[src/rtl/cache_miss_sequencer_pkg.sv]
// Shared definitions for the cache-miss sequencer and the dma-facing bus stages:
// sequencer state encoding, line geometry defaults and the line-alignment helper.
package cache_miss_sequencer_pkg;

  // Sequencer phases: optional write-back, then refill, then a one-cycle response.
  typedef enum logic [2:0] {
    IDLE     = 3'd0,
    WB_REQ   = 3'd1,
    WB_DRAIN = 3'd2,
    RF_REQ   = 3'd3,
    RF_DRAIN = 3'd4,
    RESP     = 3'd5
  } seq_state_e;

  // A cache line is LINE_BEATS beats of 32 bits; the dma is told LINE_BEATS-1.
  localparam int DEFAULT_LINE_BEATS = 8;
  localparam int DEFAULT_BURST_LEN  = DEFAULT_LINE_BEATS - 1;
  localparam int BEAT_BYTES_LOG2    = 2;

  // Number of low address bits that select a byte inside one line.
  function automatic int line_offset_bits(input int line_beats);
    return $clog2(line_beats) + BEAT_BYTES_LOG2;
  endfunction

endpackage

[src/rtl/cache_miss_sequencer_if.sv]
// Bundle of the cache request/response handshake and both dma request channels.
// The slave modport is the sequencer's view; master is the cache/dma side.
interface cache_miss_sequencer_if
  import cache_miss_sequencer_pkg::*;
#(
  parameter int ADDR_WIDTH      = 32,
  parameter int READ_BURST_LEN  = 8,
  parameter int WRITE_BURST_LEN = 8
);

  // Cache miss request and completion
  logic                       miss_valid;
  logic                       miss_ready;
  logic [ADDR_WIDTH-1:0]      miss_addr;
  logic                       miss_victim_dirty;
  logic [ADDR_WIDTH-1:0]      miss_victim_addr;
  logic                       resp_valid;
  logic                       resp_err;

  // Dma write-back channel (level request, level done)
  logic                       dma_write_back_happen;
  logic [ADDR_WIDTH-1:0]      dma_write_back_addr;
  logic [WRITE_BURST_LEN-1:0] dma_write_back_burst_len;
  logic                       dma_write_back_done;

  // Dma refill (page-fault) channel
  logic                       dma_page_fault_happen;
  logic [ADDR_WIDTH-1:0]      dma_page_fault_addr;
  logic [READ_BURST_LEN-1:0]  dma_page_fault_burst_len;
  logic                       dma_page_fault_done;

  modport slave (
    input  miss_valid, miss_addr, miss_victim_dirty, miss_victim_addr,
    input  dma_write_back_done, dma_page_fault_done,
    output miss_ready, resp_valid, resp_err,
    output dma_write_back_happen, dma_write_back_addr, dma_write_back_burst_len,
    output dma_page_fault_happen, dma_page_fault_addr, dma_page_fault_burst_len
  );

  modport master (
    output miss_valid, miss_addr, miss_victim_dirty, miss_victim_addr,
    output dma_write_back_done, dma_page_fault_done,
    input  miss_ready, resp_valid, resp_err,
    input  dma_write_back_happen, dma_write_back_addr, dma_write_back_burst_len,
    input  dma_page_fault_happen, dma_page_fault_addr, dma_page_fault_burst_len
  );

endinterface

[src/rtl/cache_miss_sequencer_watchdog.sv]
// Phase watchdog: clear restarts the count, enable advances it, and timeout is
// raised while enabled once TIMEOUT_CYCLES-1 is reached. The count saturates.
module cache_miss_sequencer_watchdog
  import cache_miss_sequencer_pkg::*;
#(
  parameter int TIMEOUT_CYCLES = 1024
) (
  input  logic clk,
  input  logic rst,
  input  logic clear,
  input  logic enable,
  output logic timeout
);

  localparam int              CNT_W = $clog2(TIMEOUT_CYCLES) + 1;
  localparam logic [CNT_W-1:0] LIMIT = CNT_W'(TIMEOUT_CYCLES - 1);
  localparam logic [CNT_W-1:0] SAT   = {CNT_W{1'b1}};

  logic [CNT_W-1:0] count_reg;

  // Count cycles spent in the current phase; clear wins over enable, never wraps.
  always_ff @(posedge clk) begin
    if (rst || clear) begin
      count_reg <= '0;
    end else if (enable && (count_reg != SAT)) begin
      count_reg <= count_reg + CNT_W'(1);
    end
  end

  assign timeout = enable && (count_reg >= LIMIT);

endmodule

[src/rtl/cache_miss_sequencer.sv]
// Cache-miss sequencer: accepts one line miss, optionally writes the dirty victim
// back through the dma, refills the line, then reports completion or timeout.
module cache_miss_sequencer
  import cache_miss_sequencer_pkg::*;
#(
  parameter int ADDR_WIDTH      = 32,
  parameter int READ_BURST_LEN  = 8,
  parameter int WRITE_BURST_LEN = 8,
  parameter int LINE_BEATS      = DEFAULT_LINE_BEATS,
  parameter int TIMEOUT_CYCLES  = 1024
) (
  input logic                   cpu_clk,
  input logic                   cpu_rst,
  cache_miss_sequencer_if.slave bus
);

  // Clears the byte-within-line bits so the dma always sees line-aligned bursts.
  localparam int OFFSET_BITS = line_offset_bits(LINE_BEATS);
  localparam logic [ADDR_WIDTH-1:0] LINE_MASK =
    ~((ADDR_WIDTH'(1) << OFFSET_BITS) - ADDR_WIDTH'(1));

  seq_state_e            state_reg;
  seq_state_e            state_next;
  logic [ADDR_WIDTH-1:0] miss_addr_reg;
  logic [ADDR_WIDTH-1:0] victim_addr_reg;
  logic                  err_reg;
  logic                  err_next;

  logic                  wd_clear;
  logic                  wd_enable;
  logic                  wd_timeout;

  // The watchdog runs only while a dma phase is outstanding and restarts on every
  // state change, so each REQ and DRAIN phase gets its own full budget.
  assign wd_enable = (state_reg == WB_REQ) || (state_reg == WB_DRAIN) ||
                     (state_reg == RF_REQ) || (state_reg == RF_DRAIN);
  assign wd_clear  = (state_next != state_reg);

  cache_miss_sequencer_watchdog #(
    .TIMEOUT_CYCLES (TIMEOUT_CYCLES)
  ) u_watchdog (
    .clk     (cpu_clk),
    .rst     (cpu_rst),
    .clear   (wd_clear),
    .enable  (wd_enable),
    .timeout (wd_timeout)
  );

  // State register; reset aborts any request in flight without a response.
  always_ff @(posedge cpu_clk) begin
    if (cpu_rst) begin
      state_reg <= IDLE;
    end else begin
      state_reg <= state_next;
    end
  end

  // Request capture and error flag; addresses only change at the accept edge.
  always_ff @(posedge cpu_clk) begin
    if (cpu_rst) begin
      miss_addr_reg   <= '0;
      victim_addr_reg <= '0;
      err_reg         <= 1'b0;
    end else begin
      err_reg <= err_next;
      if ((state_reg == IDLE) && bus.miss_valid) begin
        miss_addr_reg   <= bus.miss_addr & LINE_MASK;
        victim_addr_reg <= bus.miss_victim_addr & LINE_MASK;
      end
    end
  end

  // Next-state: done completes a REQ phase even if the watchdog fires in the same
  // cycle; a timeout in any phase skips straight to an error response.
  always_comb begin
    state_next = state_reg;
    err_next   = err_reg;
    unique case (state_reg)
      IDLE: begin
        if (bus.miss_valid) begin
          err_next   = 1'b0;
          state_next = bus.miss_victim_dirty ? WB_REQ : RF_REQ;
        end
      end
      WB_REQ: begin
        if (bus.dma_write_back_done) begin
          state_next = WB_DRAIN;
        end else if (wd_timeout) begin
          err_next   = 1'b1;
          state_next = RESP;
        end
      end
      WB_DRAIN: begin
        if (!bus.dma_write_back_done) begin
          state_next = RF_REQ;
        end else if (wd_timeout) begin
          err_next   = 1'b1;
          state_next = RESP;
        end
      end
      RF_REQ: begin
        if (bus.dma_page_fault_done) begin
          state_next = RF_DRAIN;
        end else if (wd_timeout) begin
          err_next   = 1'b1;
          state_next = RESP;
        end
      end
      RF_DRAIN: begin
        if (!bus.dma_page_fault_done) begin
          state_next = RESP;
        end else if (wd_timeout) begin
          err_next   = 1'b1;
          state_next = RESP;
        end
      end
      RESP: begin
        state_next = IDLE;
      end
      default: begin
        state_next = IDLE;
      end
    endcase
  end

  // Moore outputs: each dma channel is driven only in its own REQ state, so the
  // two happen lines can never be high together and are quiet outside a request.
  always_comb begin
    bus.miss_ready               = 1'b0;
    bus.resp_valid               = 1'b0;
    bus.resp_err                 = 1'b0;
    bus.dma_write_back_happen    = 1'b0;
    bus.dma_write_back_addr      = '0;
    bus.dma_write_back_burst_len = '0;
    bus.dma_page_fault_happen    = 1'b0;
    bus.dma_page_fault_addr      = '0;
    bus.dma_page_fault_burst_len = '0;
    unique case (state_reg)
      IDLE: begin
        bus.miss_ready = 1'b1;
      end
      WB_REQ: begin
        bus.dma_write_back_happen    = 1'b1;
        bus.dma_write_back_addr      = victim_addr_reg;
        bus.dma_write_back_burst_len = WRITE_BURST_LEN'(LINE_BEATS - 1);
      end
      RF_REQ: begin
        bus.dma_page_fault_happen    = 1'b1;
        bus.dma_page_fault_addr      = miss_addr_reg;
        bus.dma_page_fault_burst_len = READ_BURST_LEN'(LINE_BEATS - 1);
      end
      RESP: begin
        bus.resp_valid = 1'b1;
        bus.resp_err   = err_reg;
      end
      default: begin
      end
    endcase
  end

  // A done already high when a request phase starts is left over from an earlier
  // transfer; the FSM still treats it as completion, but it is flagged here.
  wb_done_high_on_entry: assert property (
    @(posedge cpu_clk) disable iff (cpu_rst)
    $rose(state_reg == WB_REQ) |-> !bus.dma_write_back_done
  );

  pf_done_high_on_entry: assert property (
    @(posedge cpu_clk) disable iff (cpu_rst)
    $rose(state_reg == RF_REQ) |-> !bus.dma_page_fault_done
  );

  happen_exclusive: assert property (
    @(posedge cpu_clk) disable iff (cpu_rst)
    !(bus.dma_write_back_happen && bus.dma_page_fault_happen)
  );

endmodule
[src/flat_wrapper.sv]
// flat-port wrapper written by rule: the top's interface ports become plain ports
module cache_miss_sequencer_flat import cache_miss_sequencer_pkg::*;
#(
  parameter int ADDR_WIDTH      = 32,
  parameter int READ_BURST_LEN  = 8,
  parameter int WRITE_BURST_LEN = 8,
  parameter int LINE_BEATS      = DEFAULT_LINE_BEATS,
  parameter int TIMEOUT_CYCLES  = 1024
)
  (cpu_clk, cpu_rst, bus_miss_valid, bus_miss_addr, bus_miss_victim_dirty, bus_miss_victim_addr, bus_dma_write_back_done, bus_dma_page_fault_done, bus_miss_ready, bus_resp_valid, bus_resp_err, bus_dma_write_back_happen, bus_dma_write_back_addr, bus_dma_write_back_burst_len, bus_dma_page_fault_happen, bus_dma_page_fault_addr, bus_dma_page_fault_burst_len);
  cache_miss_sequencer_if #(.ADDR_WIDTH(ADDR_WIDTH), .READ_BURST_LEN(READ_BURST_LEN), .WRITE_BURST_LEN(WRITE_BURST_LEN)) bus_i ();
  input logic cpu_clk;
  input logic cpu_rst;
  input wire logic [$bits(bus_i.miss_valid)-1:0] bus_miss_valid;
  input wire logic [$bits(bus_i.miss_addr)-1:0] bus_miss_addr;
  input wire logic [$bits(bus_i.miss_victim_dirty)-1:0] bus_miss_victim_dirty;
  input wire logic [$bits(bus_i.miss_victim_addr)-1:0] bus_miss_victim_addr;
  input wire logic [$bits(bus_i.dma_write_back_done)-1:0] bus_dma_write_back_done;
  input wire logic [$bits(bus_i.dma_page_fault_done)-1:0] bus_dma_page_fault_done;
  output wire logic [$bits(bus_i.miss_ready)-1:0] bus_miss_ready;
  output wire logic [$bits(bus_i.resp_valid)-1:0] bus_resp_valid;
  output wire logic [$bits(bus_i.resp_err)-1:0] bus_resp_err;
  output wire logic [$bits(bus_i.dma_write_back_happen)-1:0] bus_dma_write_back_happen;
  output wire logic [$bits(bus_i.dma_write_back_addr)-1:0] bus_dma_write_back_addr;
  output wire logic [$bits(bus_i.dma_write_back_burst_len)-1:0] bus_dma_write_back_burst_len;
  output wire logic [$bits(bus_i.dma_page_fault_happen)-1:0] bus_dma_page_fault_happen;
  output wire logic [$bits(bus_i.dma_page_fault_addr)-1:0] bus_dma_page_fault_addr;
  output wire logic [$bits(bus_i.dma_page_fault_burst_len)-1:0] bus_dma_page_fault_burst_len;
  assign bus_i.miss_valid = bus_miss_valid;
  assign bus_i.miss_addr = bus_miss_addr;
  assign bus_i.miss_victim_dirty = bus_miss_victim_dirty;
  assign bus_i.miss_victim_addr = bus_miss_victim_addr;
  assign bus_i.dma_write_back_done = bus_dma_write_back_done;
  assign bus_i.dma_page_fault_done = bus_dma_page_fault_done;
  assign bus_miss_ready = bus_i.miss_ready;
  assign bus_resp_valid = bus_i.resp_valid;
  assign bus_resp_err = bus_i.resp_err;
  assign bus_dma_write_back_happen = bus_i.dma_write_back_happen;
  assign bus_dma_write_back_addr = bus_i.dma_write_back_addr;
  assign bus_dma_write_back_burst_len = bus_i.dma_write_back_burst_len;
  assign bus_dma_page_fault_happen = bus_i.dma_page_fault_happen;
  assign bus_dma_page_fault_addr = bus_i.dma_page_fault_addr;
  assign bus_dma_page_fault_burst_len = bus_i.dma_page_fault_burst_len;
  cache_miss_sequencer #(.ADDR_WIDTH(ADDR_WIDTH), .READ_BURST_LEN(READ_BURST_LEN), .WRITE_BURST_LEN(WRITE_BURST_LEN), .LINE_BEATS(LINE_BEATS), .TIMEOUT_CYCLES(TIMEOUT_CYCLES)) u_core (.cpu_clk(cpu_clk), .cpu_rst(cpu_rst), .bus(bus_i));
endmodule
[config.mk]
export PLATFORM = sky130hd
export DESIGN_NAME = cache_miss_sequencer_flat
export DESIGN_NICKNAME = d
export VERILOG_FILES = /design/src/rtl/cache_miss_sequencer_pkg.sv /design/src/rtl/cache_miss_sequencer_if.sv /design/src/rtl/cache_miss_sequencer_watchdog.sv /design/src/rtl/cache_miss_sequencer.sv /design/src/flat_wrapper.sv
export SDC_FILE = /design/constraint.sdc
export NUM_CORES = 1
export LEC_CHECK = 0
export BUFFER_PORTS_ARGS = -buffer_cell sky130_fd_sc_hd__buf_2
export CORE_UTILIZATION = 47
export DETAILED_ROUTE_END_ITERATION = 8
export PLACE_DENSITY_LB_ADDON = 0.15
export SYNTH_ARGS = -nofsm -noshare
export SYNTH_HDL_FRONTEND = slang
export SYNTH_SLANG_ARGS = --single-unit
[constraint.sdc]
create_clock -name cpu_clk -period 2.31 [get_ports cpu_clk]
set_input_delay 0.462 -clock cpu_clk [delete_from_list [all_inputs] [get_ports cpu_clk]]
set_output_delay 0.462 -clock cpu_clk [all_outputs]
set_load 0.02 [all_outputs]
After elaboration in Yosys (flattened, before gate mapping)
Index checks and enable logic that the tools add are counted.

Add/subtract/negate cells: 1. $mul: 0. Divide/modulo/power cells: 0. $lt $le $gt $ge: 1. Equal/unequal tests: 12. Shift-type cells: 0. Mux-type cells: 24. Bitwise logic cells: 0. Reductions and logical operators: 10.

Operators with widths (count): 2-to-1 mux 32 bit (2); 2-to-1 mux 3 bit (8); case mux 3 bit (5 select lines) (1); adder 11 x 1 -> 11 bit, second input constant (1); >= comparator 11 x 10 -> 1 bit, second input constant (1); 2-to-1 mux 1 bit (11); inequality test 11 bit, second input constant (1); inequality test 2 bit, second input constant (5); == test 3 x 2 -> 1 bit, second input constant (2); == test 3 bit, second input constant (2); AND reduction 6 bit (1); case mux 1 bit (5 select lines) (1); nonzero test 5 bit (1); logical OR 1 bit (4); == test 3 x 1 -> 1 bit, second input constant (1); logical AND 1 bit (3); zero test 3 bit (1); inequality test 3 bit (1); 2-to-1 mux 2 bit (1).

Register bits: 69. Latch bits: 0. RAM bits: 0. ROM bits: 0. Bits of input ports: 70. Output and inout port bits: 85. Word-level logic and storage cells: 53. Memories: 0.

Logic depth before layout (Yosys ltp)
Depth in word-level cells: 10. Mapped depth: 6. Gate-level depth less buffers: 5.

Hierarchy
Synthesis repeated with hierarchy kept, for this count alone.

Cells, all modules: 439. Area total of the unflattened synthesis: 3478.3 um^2.

Modules (own cells, without submodules): cache_miss_sequencer (times used 1, cells each 371, area each 2857.7 um^2, seq. area each 1161.1 um^2); cache_miss_sequencer_watchdog (times used 1, cells each 68, area each 620.6 um^2, seq. area each 220.2 um^2).

Least setup slack after synthesis
OpenSTA, ideal clock, no wires.

Kind: reg2out. Start point: register u_core.state_reg[1]. End point: output bus_dma_write_back_addr[22]. Arrival: 1.710 ns. Data required time: 1.848 ns. Setup slack: 0.138 ns. Stages on the path, launching flop included: 5. Buffers on the path: 2. Cell sequence: dfxtp_1 > buf_2 > nor3b_1 > clkbuf_1 > and2_1.

Longest elaborated chain between the ends: 2.

Ends and longest elaborated chain: from (decl) (RTL line cache_miss_sequencer.sv:22) `seq_state_e state_reg;`; from (signal assigned) (RTL line cache_miss_sequencer.sv:54) `state_reg <= state_next;`; == test 3 x 1 -> 1 bit (RTL line cache_miss_sequencer.sv:138) `unique case (state_reg)`; 2-to-1 mux 32 bit (RTL line cache_miss_sequencer.sv:138); to (decl) (RTL line flat_wrapper.sv:24) `output wire logic [$bits(bus_i.dma_write_back_addr)-1:0] bus_dma_write_back_addr;`.

Every way passes these cells.

Final worst setup path
Start point: register u_core.state_reg[1]. End point: output bus_dma_page_fault_burst_len[2].

Longest elaborated chain between the ends: 2.

Ends and longest elaborated chain: == test 3 x 2 -> 1 bit (RTL line cache_miss_sequencer.sv:138); 2-to-1 mux 3 bit (RTL line cache_miss_sequencer.sv:138); to (decl) (RTL line flat_wrapper.sv:28) `output wire logic [$bits(bus_i.dma_page_fault_burst_len)-1:0] bus_dma_page_fault_burst_len;`.

Every way passes these cells.

==> impl_results.md <==
* DRC viols at 0
* Final design utilization at 60.52%
* CTS Buf Count at 9
* Vias at 3294
* Bufs on Longest Clock Path at 2
* Total clock sinks at 69
* Post-Syn Instances at 449
* Ys Warns at 0
* CP max FO at 32
* Post-synth cell types at 49
* Routability Congestion at between 0.7 and 0.8
* RSZ-0062 raised after global routing: false
* Post-route cell area at between 4000 and 5000 um2
* DIE AREA at 7659 um2
* Final Net Count at 626
* GR Overflow Total at 0
* Filler cell count at around 670
* Async set-reset flop share out of synthesis at 0%
* CTS tree: done
* Max Slew Vio Count at 0
* Maximum VDD drop at 0.0004119 V
* Most frequent cell after synthesis: nand2_1
* Synth cell count leaders: nand2_1 (114), dfxtp_1 (69), a21oi_1 (57), and2_1 (30), and3_1 (28)
* Area leader, netlist: dfxtp_1
* Sequential share of the synthesized area at between 40% and 50%
* Setup Skew at approximately 0.0081 ns
* Crit path kind: reg -> out
* N_diodes at 0
* DP Area at 4034 um2
* Final critical-path required period at 2.108 ns
* Crit-path max cell delay at between 0.4 and 0.5 ns
* Row cnt at 30
* Share of the synthesized area in the top cell type at between 40% and 50%
* Status: finished, final reports clean
* EDFF count, synth at 0
* Area of the mapped netlist at 3437 um2
* Syn avg cell area at between 7 and 8 um2
* Vias/cell at 5.037
* Slew @ Worst Pin at 0.6067 ns
* Worst rel slew slack at 59.55%
* # port buffers at 124
* Setup bufs post-CTS at 0
* FF+latch count, synth at 69
* Die H at 87.52 um
* Fin Setup TNS at 0 ns
* Layout area overhead at 22.28%
* Dpl hpwl at 5302 um
* First-pass GRT wire length at 13030 um
* Hold Vio Cnt, Final at 0
* Lkg Pwr at 0.001992 uW
* Post-detailed-route count of antenna-violating nets at 0
* Clock Latency Late Sink at between 0.3 and 0.4 ns
* Synth area leaders: dfxtp_1 (40%), nand2_1 (12%), a21oi_1 (8.3%), buf_4 (5.7%), and2_1 (5.5%)
* Hold Path Class: in -> reg
* Initial Util at 49.50%
* Most used flip-flop cell after synthesis: dfxtp_1
* WL/cell at 12.19 um
* Pre-Repair DR Iteration Count at 6
* CP max stage cell: dfxtp_2
* Detailed Route WL at about 8000 um
* Share of layout cells above drive strength 1 at 29.39%
* Io pins at 155
* GRT Total Usage at a little over a fifth
* H-Tree Depth at 3
* Core area at just under 7000 um2
* Max-cap violation count at 0
* Vias in the first global route at 2984
* CP cell instances: nor2b_2, buf_12, and2_1, buf_2
* Die W at a little under 90 um
* Root Buffer: clkbuf_8
* CP required at 1.85 ns
* PwrDens at 713.6 nW/um2
* Largest net degree at the start of global routing at around 60
* CP startpoint kind: flip-flop
* Nature of the critical path endpoint: primary output
* First DRT Iteration DRCs at approximately 180
* Fmax at around 0.47 GHz
* Initial antenna violation count at 0
* Final period utilization at between 90% and 100%
* Clock slew seen by the registers of the worst setup and hold paths at 0.07 ns
* # setup viols final at 0
* Arr. time, crit path at 1.65 ns
## worst paths after layout
| check | startpoint | endpoint | slack [ns] | cells past startpoint |
|---|---|---|---|---|
| setup reg to reg | u_core.u_watchdog.count_reg[6] | u_core.u_watchdog.count_reg[9] | 0.43 | 5 |
| hold / removal | bus_miss_victim_addr[13] | u_core.victim_addr_reg[13] | 0.35 | 3 |
| hold reg to reg | u_core.victim_addr_reg[29] | u_core.victim_addr_reg[29] | 0.45 | 2 |
| setup / recovery | u_core.state_reg[1] | bus_dma_page_fault_burst_len[2] | 0.20 | 4 |
## timing repair
action / 4_1_cts / 5_1_grt
endpoints found under the setup margin: 0 / 31
hold buffers: 0 / 0
gates resized for setup: 0 / 2
endpoints found under the hold margin: 0 / 0
## placed cells by master (no fill, tap or decap), types with 3 or more instances in the layout
cell / instances
or3_1: 3
nor2_1: 6
buf_4: 9
o21ai_0: 9
a211oi_1: 8
nor3_1: 3
or4_1: 4
and3_1: 28
clkbuf_8: 11
nand2_1: 113
nand3_1: 6
a21boi_0: 3
a21oi_1: 57
conb_1: 20
and2_1: 29
inv_1: 6
buf_2: 124
o31ai_1: 5
dfxtp_1: 68
## cell type report
type	count	area, um2	area share [%]
clock buffer	12	155.1	3.692
sequential	69	1383	32.90
tap	96	120.1	2.858
inverter	6	22.52	0.5359
multi-input combinational	334	1784	42.45
timing repair buffer	135	728.2	17.33
clock inverter	2	10.01	0.2382
## worst max-delay path: cells and delay by family, from the launching register on
family	cells	cell delay, ns
buf+inv	2	0.39
flops	1	0.46
simple gates	2	0.46
## power by group
part,switching (uW),total (uW),internal (uW)
Clock,418,851,433
Sequential,64.5,1370,1310
Combinational,500,779,279
## logic make-up (layout without fill, tap and decap cells)
family | count (synthesis) | after routing | share of synthesized area, %
fa+ha+maj | 1 | 1 | 0.3640
mux | 2 | 2 | 0.6188
flops | 69 | 69 | 40.19
compound gates | 97 | 97 | 17.18
buf+inv | 65 | 155 | 10.30
other cells | 1 | 20 | 0.1091
simple gates | 214 | 214 | 31.23
## through the flow
stage	power, uW	setup WS, ns	cells	hold WS, ns
6_report	2999	0.2019	654	0.3504
5_1_grt	3177	0.06036	654	0.3476
4_1_cts	3026	0.005119	654	0.3457
3_5_place_dp	2181	0.3399	640	0.4418
3_3_place_gp	2163	0.3831	640	0.4372
2_1_floorplan	1978	0.1379	468	0.4292
## routing by layer
| layer | share of wire (%) | track usage (%) |
|---|---|---|
| met1 | 45 | 25.81 |
| met4 | 1.4 | 8.495 |
| met2 | 46 | 36.58 |
| met5 | 0 | 0 |
| met3 | 7.6 | 6.256 |
No activity file was read; power rests on OpenSTA's default activity.
